## config.mk

```make
export PLATFORM = sky130hd
export DESIGN_NAME = led_pattern_sequencer
export DESIGN_NICKNAME = d
export VERILOG_FILES = /design/src/rtl/led_pattern_sequencer_pkg.sv /design/src/rtl/led_pattern_sequencer_step_prescaler.sv /design/src/rtl/led_pattern_sequencer.sv
export SDC_FILE = /design/constraint.sdc
export NUM_CORES = 1
export LEC_CHECK = 0
export ABC_AREA = 1
export CORE_MARGIN = 3
export CORE_UTILIZATION = 50
export DETAILED_ROUTE_END_ITERATION = 10
export PLACE_DENSITY = 0.8
export SYNTH_ARGS = -nofsm -noshare
export SYNTH_HDL_FRONTEND = slang
export SYNTH_SLANG_ARGS = --single-unit
```

## constraint.sdc

```tcl
create_clock -name clk -period 2.8 [get_ports clk]
set_clock_uncertainty 0.2 [all_clocks]
set_input_delay 0.56 -clock clk [delete_from_list [all_inputs] [get_ports clk]]
set_output_delay 0.56 -clock clk [all_outputs]
set_load 0.01 [all_outputs]
```

## src/rtl/led_pattern_sequencer_pkg.sv

```systemverilog
// Shared types and reset-time defaults for the three-channel LED pattern sequencer.
package led_pattern_sequencer_pkg;

    localparam int unsigned PAT_W_DEF = 10;
    localparam int unsigned DIV_W_DEF = 4;
    localparam int unsigned N_CH      = 3;

    // Power-on patterns; bit 0 is shown on the first step.
    localparam logic [9:0] DEF_BAR   = 10'b0010011110;
    localparam logic [9:0] DEF_MOSCA = 10'b0110101100;
    localparam logic [9:0] DEF_AZUL  = 10'b1010101000;

    typedef enum logic [1:0] {
        ST_IDLE   = 2'd0,
        ST_RUN    = 2'd1,
        ST_HOLD   = 2'd2,
        ST_FINISH = 2'd3
    } seq_state_t;

    typedef enum logic [1:0] {
        CH_BAR   = 2'd0,
        CH_MOSCA = 2'd1,
        CH_AZUL  = 2'd2,
        CH_NONE  = 2'd3
    } cfg_ch_t;

endpackage

```

## src/rtl/led_pattern_sequencer_step_prescaler.sv

```systemverilog
// Step-period prescaler: tick fires once every div+1 enabled cycles.
module step_prescaler #(
    parameter int unsigned DIV_W = 4
) (
    input  logic             clk,
    input  logic             reset,
    input  logic             en,
    input  logic             clr,
    input  logic [DIV_W-1:0] div,
    output logic             tick
);

    logic [DIV_W-1:0] cnt;

    // >= rather than == so a live decrease of div cannot strand the counter.
    assign tick = en && (cnt >= div);

    always_ff @(posedge clk) begin
        if (!reset) begin
            cnt <= '0;
        end else if (clr) begin
            cnt <= '0;
        end else if (en) begin
            if (cnt >= div) begin
                cnt <= '0;
            end else begin
                cnt <= cnt + DIV_W'(1);
            end
        end
    end

endmodule

```

## src/rtl/led_pattern_sequencer.sv

```systemverilog
// Three-channel LED pattern sequencer: rotates per-channel patterns onto led at a divided step rate.
module led_pattern_sequencer
    import led_pattern_sequencer_pkg::*;
#(
    parameter int unsigned PAT_W = PAT_W_DEF,
    parameter int unsigned DIV_W = DIV_W_DEF
) (
    input  logic             clk,
    input  logic             reset,
    input  logic             start,
    input  logic             stop,
    input  logic             mode_loop,
    input  logic [DIV_W-1:0] div,
    input  logic             cfg_valid,
    output logic             cfg_ready,
    input  logic [1:0]       cfg_ch,
    input  logic [PAT_W-1:0] cfg_pattern,
    output logic [2:0]       led,
    output logic             busy,
    output logic             done
);

    localparam int unsigned CNT_W = $clog2(PAT_W + 1);

    seq_state_t       state;
    seq_state_t       next_state;
    logic [PAT_W-1:0] cfg_pat  [N_CH];
    logic [PAT_W-1:0] work_pat [N_CH];
    logic [CNT_W-1:0] step_cnt;
    logic [CNT_W-1:0] cnt_inc;
    logic             cnt_wrap;
    logic             cfg_we;
    logic             load_w;
    logic             step;
    logic             pre_en;
    logic             pre_clr;
    logic             tick;

    assign cfg_we   = cfg_valid && cfg_ready;
    assign cnt_inc  = step_cnt + CNT_W'(1);
    assign cnt_wrap = (cnt_inc == CNT_W'(PAT_W));

    step_prescaler #(
        .DIV_W (DIV_W)
    ) u_prescaler (
        .clk   (clk),
        .reset (reset),
        .en    (pre_en),
        .clr   (pre_clr),
        .div   (div),
        .tick  (tick)
    );

    always_ff @(posedge clk) begin
        if (!reset) begin
            state <= ST_IDLE;
        end else begin
            state <= next_state;
        end
    end

    // Stop outranks start everywhere; a config load outranks start in IDLE.
    always_comb begin
        next_state = state;
        pre_en     = 1'b0;
        pre_clr    = 1'b0;
        load_w     = 1'b0;
        step       = 1'b0;
        case (state)
            ST_IDLE: begin
                if (!cfg_we && start && !stop) begin
                    next_state = ST_RUN;
                    pre_clr    = 1'b1;
                    load_w     = 1'b1;
                end
            end
            ST_RUN: begin
                if (stop) begin
                    next_state = ST_HOLD;
                end else begin
                    pre_en = 1'b1;
                    if (tick) begin
                        step = 1'b1;
                        if (cnt_wrap && !mode_loop) begin
                            next_state = ST_FINISH;
                        end
                    end
                end
            end
            ST_HOLD: begin
                if (stop) begin
                    next_state = ST_IDLE;
                end else if (start) begin
                    next_state = ST_RUN;
                end
            end
            ST_FINISH: begin
                next_state = ST_IDLE;
            end
            default: begin
                next_state = ST_IDLE;
            end
        endcase
    end

    // Registered status outputs track the state being entered.
    always_ff @(posedge clk) begin
        if (!reset) begin
            busy      <= 1'b0;
            done      <= 1'b0;
            cfg_ready <= 1'b1;
        end else begin
            busy      <= (next_state == ST_RUN) || (next_state == ST_HOLD);
            done      <= (next_state == ST_FINISH);
            cfg_ready <= (next_state == ST_IDLE);
        end
    end

    always_ff @(posedge clk) begin
        if (!reset) begin
            cfg_pat[CH_BAR]    <= PAT_W'(DEF_BAR);
            cfg_pat[CH_MOSCA]  <= PAT_W'(DEF_MOSCA);
            cfg_pat[CH_AZUL]   <= PAT_W'(DEF_AZUL);
        end else if (cfg_we) begin
            case (cfg_ch)
                CH_BAR:   cfg_pat[CH_BAR]   <= cfg_pattern;
                CH_MOSCA: cfg_pat[CH_MOSCA] <= cfg_pattern;
                CH_AZUL:  cfg_pat[CH_AZUL]  <= cfg_pattern;
                default:  ;
            endcase
        end
    end

    // Working registers rotate right so bit 0 is always the lamp for the next step.
    always_ff @(posedge clk) begin
        if (!reset) begin
            led                <= 3'b000;
            step_cnt           <= '0;
            work_pat[CH_BAR]   <= PAT_W'(DEF_BAR);
            work_pat[CH_MOSCA] <= PAT_W'(DEF_MOSCA);
            work_pat[CH_AZUL]  <= PAT_W'(DEF_AZUL);
        end else if (load_w) begin
            step_cnt <= '0;
            for (int i = 0; i < int'(N_CH); i++) begin
                work_pat[i] <= cfg_pat[i];
            end
        end else if (step) begin
            led      <= {work_pat[CH_BAR][0], work_pat[CH_MOSCA][0], work_pat[CH_AZUL][0]};
            step_cnt <= cnt_wrap ? '0 : cnt_inc;
            for (int i = 0; i < int'(N_CH); i++) begin
                work_pat[i] <= {work_pat[i][0], work_pat[i][PAT_W-1:1]};
            end
        end
    end

endmodule

```

==> flow_summary.yaml, run 1 <==
pwr:
  p_leak_nw: 1.49
  p_total_mw: 2.40
  p_per_area_nw_per_um2: 629
  ir_drop_uv: 549
layout:
  regArea_um2: 2120
  multi_input_comb_area_um2: 882
  diodes: 0
  n_fill_cell: 462
  layout-drive-gt1-share_pct: 13.4
  area_growth_pct: 19.3
  finalNetCount: 344
clock_network:
  root_buffer: "clkbuf_8"
  htree_levels: 3
  cts_tree: "yes"
  post_cts_buffers: 0
  numCtsBuffers: 9
  insertion_delay_ns: 0.34
  hold_buffers: 0
  path_clk_slew_ns: 0.07
  cts.sinks: 76
  cts-resized-gates: 0
  clockBufferDepth: 2
outcome:
  outcome: "finished clean"
timing:
  grt_setup_unrepaired: "no"
  timing.fmax_mhz: 421
  timing.slew.headroom_pct: 65.8
  setup_viol: 0
  period_minus_slack_ns: 2.37
  tightest_slew_ns: 0.511
  fin_crit_sh_pct: 84.8
  slew_viol_final: 0
  hold_viol: 0
  timing.setup.tns_ns: 0
worst_setup_path:
  path_class: "in2reg"
  worstSetupStartpointType: "input pin"
  reg2reg_to: "work_pat[0][9]$_DFFE_PP_"
  rrSetupSlack_ns: 0.78
  slowest_stage: "clkdlybuf4s50_1"
  worstSetupStartpoint: "div[3]"
  crit_fanout: 20
  crit_chain: "clkdlybuf4s50_1 -> inv_1 -> ha_1 -> a21oi_1 -> nand3_1 -> nand2_4 -> inv_2 -> nand2_4 -> clkinv_2 -> nand2_1 -> nand2_1"
  max_stage_delay_ns: 0.45
  rr_worst_depth: 10
  cp.required_ns: 2.70
  cp_data_arrival_time_ns: 2.27
  endpoint_kind: "flop"
  critPathCapture: "work_pat[0][9]$_DFFE_PP_"
  r2r_start: "u_prescaler.cnt[0]$_SDFFE_PP0N_"
synthesis:
  synth_most_common_cell: "nand2_1"
  synth_area_leader_cell: "edfxtp_1"
  synthTopCellsByCount: "nand2_1 (62), edfxtp_1 (60), inv_1 (30)"
  synth_edf_count: 60
  yosys_warnings: 0
  ys_top_cells_by_area: "edfxtp_1 (56%), dfxtp_1 (10%), nand2_1 (7.3%)"
  yosys.area.top_type_share_pct: 56.4
  syn_nets: 305
  syn_area_um2: 3200
  ys_types: 31
  synth_cells: 276
  ys_async_sr_fraction_pct: 0
  ys.flop_type: "edfxtp_1"
  synth-seq-cells: 76
  seq_area_frac_synth_pct: 66.4
  avgSynthCellArea_um2: 11.6
floorplan:
  initial_utilization_pct: 52.7
  core_um2: 6060
  io_pins: 28
  die_area_um2: 7390
  rows: 28
  dieHeight_um: 85.9
  die-width_um: 85.9
routing:
  drtPass1Iterations: 4
  vias: 2037
  drc_errors: 0
  detail_route.vias_per_cell: 5.16
  ant_nets: 0
  drt_iter0_drc: 210
  drt-total-wl_um: 5980
  routedWlPerCell_um: 15.1
worst_hold_path:
  hold_depth: 2
  hold_path_class: "reg2reg"
global_routing:
  grt_pass1_vias: 2039
  antenna_found_initial: 0
  grt_max_degree: 31
  grt.overflow.total: 0
  grt_pass1_wl_um: 9970
  grt_util_all_layers_pct: 18.1
placement:
  io_buffers: 27
  gp_congestion: 0.814
  dp_hpwl_um: 4040
flow_run:
  drv_cap: 0
-- critical path, delay by kind of cell --
| family | cells | cell delay (ns) |
|---|---|---|
| simple gates | 5 | 0.48 |
| buf+inv | 4 | 0.76 |
| fa+ha+maj | 1 | 0.31 |
| compound gates | 1 | 0.16 |
-- worst min path at each step --
stage | start | to | slack (ns)
after global routing | work_pat[0][0]$_DFFE_PP_ | led[2]$_SDFFE_PN0P_ | 0.30
after floorplan | work_pat[0][20]$_DFFE_PP_ | led[0]$_SDFFE_PN0P_ | 0.23
after detailed placement | work_pat[0][0]$_DFFE_PP_ | led[2]$_SDFFE_PN0P_ | 0.25
final | work_pat[0][0]$_DFFE_PP_ | led[2]$_SDFFE_PN0P_ | 0.27
after global placement | work_pat[0][0]$_DFFE_PP_ | led[2]$_SDFFE_PN0P_ | 0.24
after CTS | work_pat[0][0]$_DFFE_PP_ | led[2]$_SDFFE_PN0P_ | 0.27
-- through the flow --
stage	std cells	hold slack (ns)	utilization, %	worst slack, ns	cell area (um^2)
floorplan	276	0.230	-	0.392	3200
global placement	379	0.235	59.1	0.111	3580
detailed placement	379	0.248	59.1	0.0720	3580
CTS	395	0.270	62.9	0.444	3810
global route	395	0.304	62.9	0.295	3810
finish	395	0.267	62.9	0.426	3810
-- final cells by class --
cell class                 instances  area share (%)
inverter                          35            3.48
sequential                        76            55.6
clock buffer                      12            3.54
multi-input combinational        157            23.1
timing repair buffer              36            9.19
clock inverter                     4            2.56
tap                               75            2.46
-- placed cells by master, fill, tap and decap left out --
| cell type | instances |
|---|---|
| inv_2 | 4 |
| o22ai_1 | 1 |
| inv_1 | 30 |
| buf_12 | 1 |
| clkbuf_8 | 9 |
| o21ai_1 | 1 |
| clkdlybuf4s50_1 | 27 |
| nor2_1 | 16 |
| clkinvlp_4 | 1 |
| nand2_1 | 62 |
| o21bai_1 | 1 |
| nand2_2 | 3 |
| nand3_1 | 24 |
| bufinv_16 | 3 |
| a21oi_1 | 3 |
| nand4_2 | 1 |
| mux2i_1 | 2 |
| o21ai_0 | 4 |
| o21ai_4 | 1 |
| dfxtp_1 | 16 |
| clkinv_2 | 1 |
| nor2_4 | 1 |
| o22a_1 | 13 |
| nand4_1 | 4 |
| buf_4 | 8 |
| or2_2 | 2 |
| a21boi_1 | 1 |
| ha_1 | 7 |
| nand2_4 | 3 |
| edfxtp_1 | 60 |
| xor2_1 | 2 |
| clkbuf_1 | 3 |
| nand3_2 | 2 |
| nor2_2 | 3 |
-- flip-flops by register name, summed over array words and instances, names as in the netlist --
name             flops
led                  3
u_prescaler.cnt      4
done                 1
state                2
cfg_ready            1
work_pat            30
cfg_pat             30
busy                 1
step_cnt             4
-- logic make-up (layout without fill, tap and decap cells) --
logic type	Yosys count	in the layout	share of synthesized area (%)
compound gates	25	25	5.99
buf+inv	43	87	5.99
simple gates	121	121	17.7
mux	2	2	0.626
fa+ha+maj	7	7	2.74
xor+xnor	2	2	0.548
flops	76	76	66.4
-- layer usage --
metal | share of wire [%] | global-route usage [%]
met1 | 42 | 23.4
met2 | 50 | 28.7
met3 | 6.1 | 5.09
met4 | 1.1 | 7.19
met5 | 0 | 0
-- power by group --
| group | internal, mW | leakage [nW] | switching (mW) |
|---|---|---|---|
| clock | 0.593 | 0.111 | 0.384 |
| sequential | 1.26 | 0.674 | 0.0150 |
| combinational | 0.0584 | 0.707 | 0.0840 |
Note: power is estimated with default switching activity, not from simulation.
==> inputs of run 2 (changes only) <==
==> constraint.sdc (replaced) <==
create_clock -name clk -period 2.21 [get_ports clk]
set_clock_uncertainty 0.2 [all_clocks]
set_input_delay 0.442 -clock clk [delete_from_list [all_inputs] [get_ports clk]]
set_output_delay 0.442 -clock clk [all_outputs]
set_load 0.01 [all_outputs]
==> run 2 against run 1 <==
  * Cell count grew 2.8%
  * Critical path depth grew 1
  * Power grew 20%
  * Setup slack lost 0.33 ns
  * Combinational power up 45%
  * Critical path type unchanged
  * Hold slack gained 0.015 ns
  * Global-route usage increased by 0.54 points
  * Sequential share of layout area fell by 1.6 points
  * Non-clock buffer count grew 11
  * Wire length rose by 3.0%
  * Die area did not move
  * Sequential power is 27% higher
==> flow_summary.yaml, run 2 (synthesis gave the netlist of run 1 again) <==
routing:
  routedWlPerCell_um: 15.2
  ant_nets: 0
  drtPass1Iterations: 4
  drc_errors: 0
  vias: 2114
  drt-total-wl_um: 6160
  drt_iter0_drc: 148
  detail_route.vias_per_cell: 5.21
layout:
  layout-drive-gt1-share_pct: 17.8
  finalNetCount: 355
  diodes: 0
  area_growth_pct: 22.8
  fin_util_pct: 64.7
  final_common_cell: "nand2_1"
  layout_common_cells: "nand2_1 (61), edfxtp_1 (60), inv_1 (30)"
  reg_top3: "cfg_pat x30, work_pat x30"
worst_setup_path:
  cp.required_ns: 2.11
  reg2reg_to: "work_pat[0][25]$_DFFE_PP_"
  max_stage_delay_ns: 0.47
  r2r_start: "u_prescaler.cnt[0]$_SDFFE_PP0N_"
  crit_fanout: 14
  cp_data_arrival_time_ns: 2.02
  crit_chain: "clkdlybuf4s50_1 -> inv_1 -> ha_4 -> nand2_1 -> inv_1 -> nand2_1 -> nand3_2 -> nand2_4 -> inv_2 -> nand2_4 -> buf_6 -> o22a_1"
  worst-path-buf-inv: 5
  endpoint_kind: "flop"
  path_class: "in2reg"
  crit_family: "buffers and inverters"
  rrSetupSlack_ns: 0.27
  rr_worst_depth: 9
  slowest_stage: "clkdlybuf4s50_1"
  worstSetupStartpointType: "input pin"
pwr:
  p_leak_nw: 1.54
  p_total_mw: 2.88
  p_per_area_nw_per_um2: 735
  ir_drop_uv: 548
timing:
  timing.fmax_mhz: 472
  hold_viol: 0
  fin_ws_ns: 0.0925
  fin_crit_sh_pct: 95.8
  tightest_slew_ns: 0.224
  setup_viol: 0
  period_minus_slack_ns: 2.12
  grt_setup_unrepaired: "no"
  slew_viol_final: 0
  timing.slew.headroom_pct: 85.0
  whs_ns: 0.282
placement:
  gp_congestion: 0.786
  io_buffers: 27
  dp_hpwl_um: 4280
  place_worst_setup_slack_ns: -0.425
global_routing:
  grt.overflow.total: 0
  grt_pass1_vias: 2100
  grt_max_degree: 19
  grt_util_all_layers_pct: 18.6
  antenna_found_initial: 0
  grt_pass1_wl_um: 10300
floorplan:
  rows: 28
  io_pins: 28
  core_um2: 6060
  die_area_um2: 7390
  initial_utilization_pct: 52.7
  die-width_um: 85.9
  dieHeight_um: 85.9
clock_network:
  cts_tree: "yes"
  clockBufferDepth: 2
  insertion_delay_ns: 0.35
  numCtsBuffers: 9
  cts.sinks: 76
  root_buffer: "clkbuf_8"
  path_clk_slew_ns: 0.08
  htree_levels: 3
outcome:
  outcome: "finished clean"
worst_hold_path:
  min-delay-start: "led[2]$_SDFFE_PN0P_"
  hold_path_class: "reg2reg"
  min_to: "led[2]$_SDFFE_PN0P_"
  hold_depth: 2
flow_run:
  drv_cap: 0
-- run 2: cell types whose count changed in the layout (fill, tap and decap cells not counted), moves of 2 or more --
cell / change
clkbuf_1: -3
buf_12: +2
inv_6: +2
buf_4: +8
clkinvlp_4: +2
bufinv_16: -2
-- run 2: worst register-to-register path: stages (launching register included) --
cell     delay [ns]
dfxtp_1        0.38
inv_1          0.08
ha_1           0.28
nand4_1        0.11
nand3_2        0.10
nand2_4        0.05
inv_2          0.06
nand2_4        0.07
buf_6          0.17
o22a_1         0.19
-- run 2: area by class of cell --
cell class | count | area [um^2]
repair buffers | 47 | 462
multi-input cells | 157 | 910
fillers | 442 | 2140
flip-flops and latches | 76 | 2120
clock inverters | 7 | 73.8
well taps | 75 | 93.8
inverters | 35 | 139
clock buffers | 9 | 124
-- run 2: layer usage --
layer  vias to the layer above  wire [um]  GRT usage [%]
met5                         -          0              0
met4                         0         70           5.18
met3                         7        350           5.76
met2                        59       3140           30.3
met1                      1008       2610           24.1
li1                       1040          -              -
-- run 2: report_power, final --
group | switching, mW | internal [mW] | leakage (nW)
sequential | 0.0183 | 1.60 | 0.674
combinational | 0.113 | 0.0925 | 0.779
clock | 0.535 | 0.525 | 0.0899
-- run 2: worst max-delay path by stage --
| stage | from | to | slack (ns) | depth (start not counted) |
|---|---|---|---|---|
| floorplan | cfg_valid | cfg_pat[0][0]$_DFFE_PP_ | 0.17 | 4 |
| global route | div[1] | step_cnt[3]$_SDFFE_PP0N_ | 0.003 | 12 |
| detailed placement | div[3] | step_cnt[3]$_SDFFE_PP0N_ | -0.42 | 12 |
| finish | div[3] | work_pat[0][25]$_DFFE_PP_ | 0.09 | 12 |
| global placement | div[3] | work_pat[0][5]$_DFFE_PP_ | -0.32 | 11 |
| CTS | div[3] | work_pat[0][25]$_DFFE_PP_ | 0.01 | 12 |
-- run 2: timing repair --
item,in CTS,in global routing
pin swaps,0,1
hold buffers,0,0
resized for setup,1,5
endpoints found under the setup margin,9,47
setup buffers,0,0
-- run 2: metrics by stage --
stage | cells | TNS (ns) | cell area [um^2]
6_report | 406 | 0 | 3920
5_1_grt | 406 | 0 | 3920
4_1_cts | 406 | 0 | 3900
3_5_place_dp | 390 | -24.07 | 3700
3_3_place_gp | 390 | -18.96 | 3700
2_1_floorplan | 276 | 0 | 3200
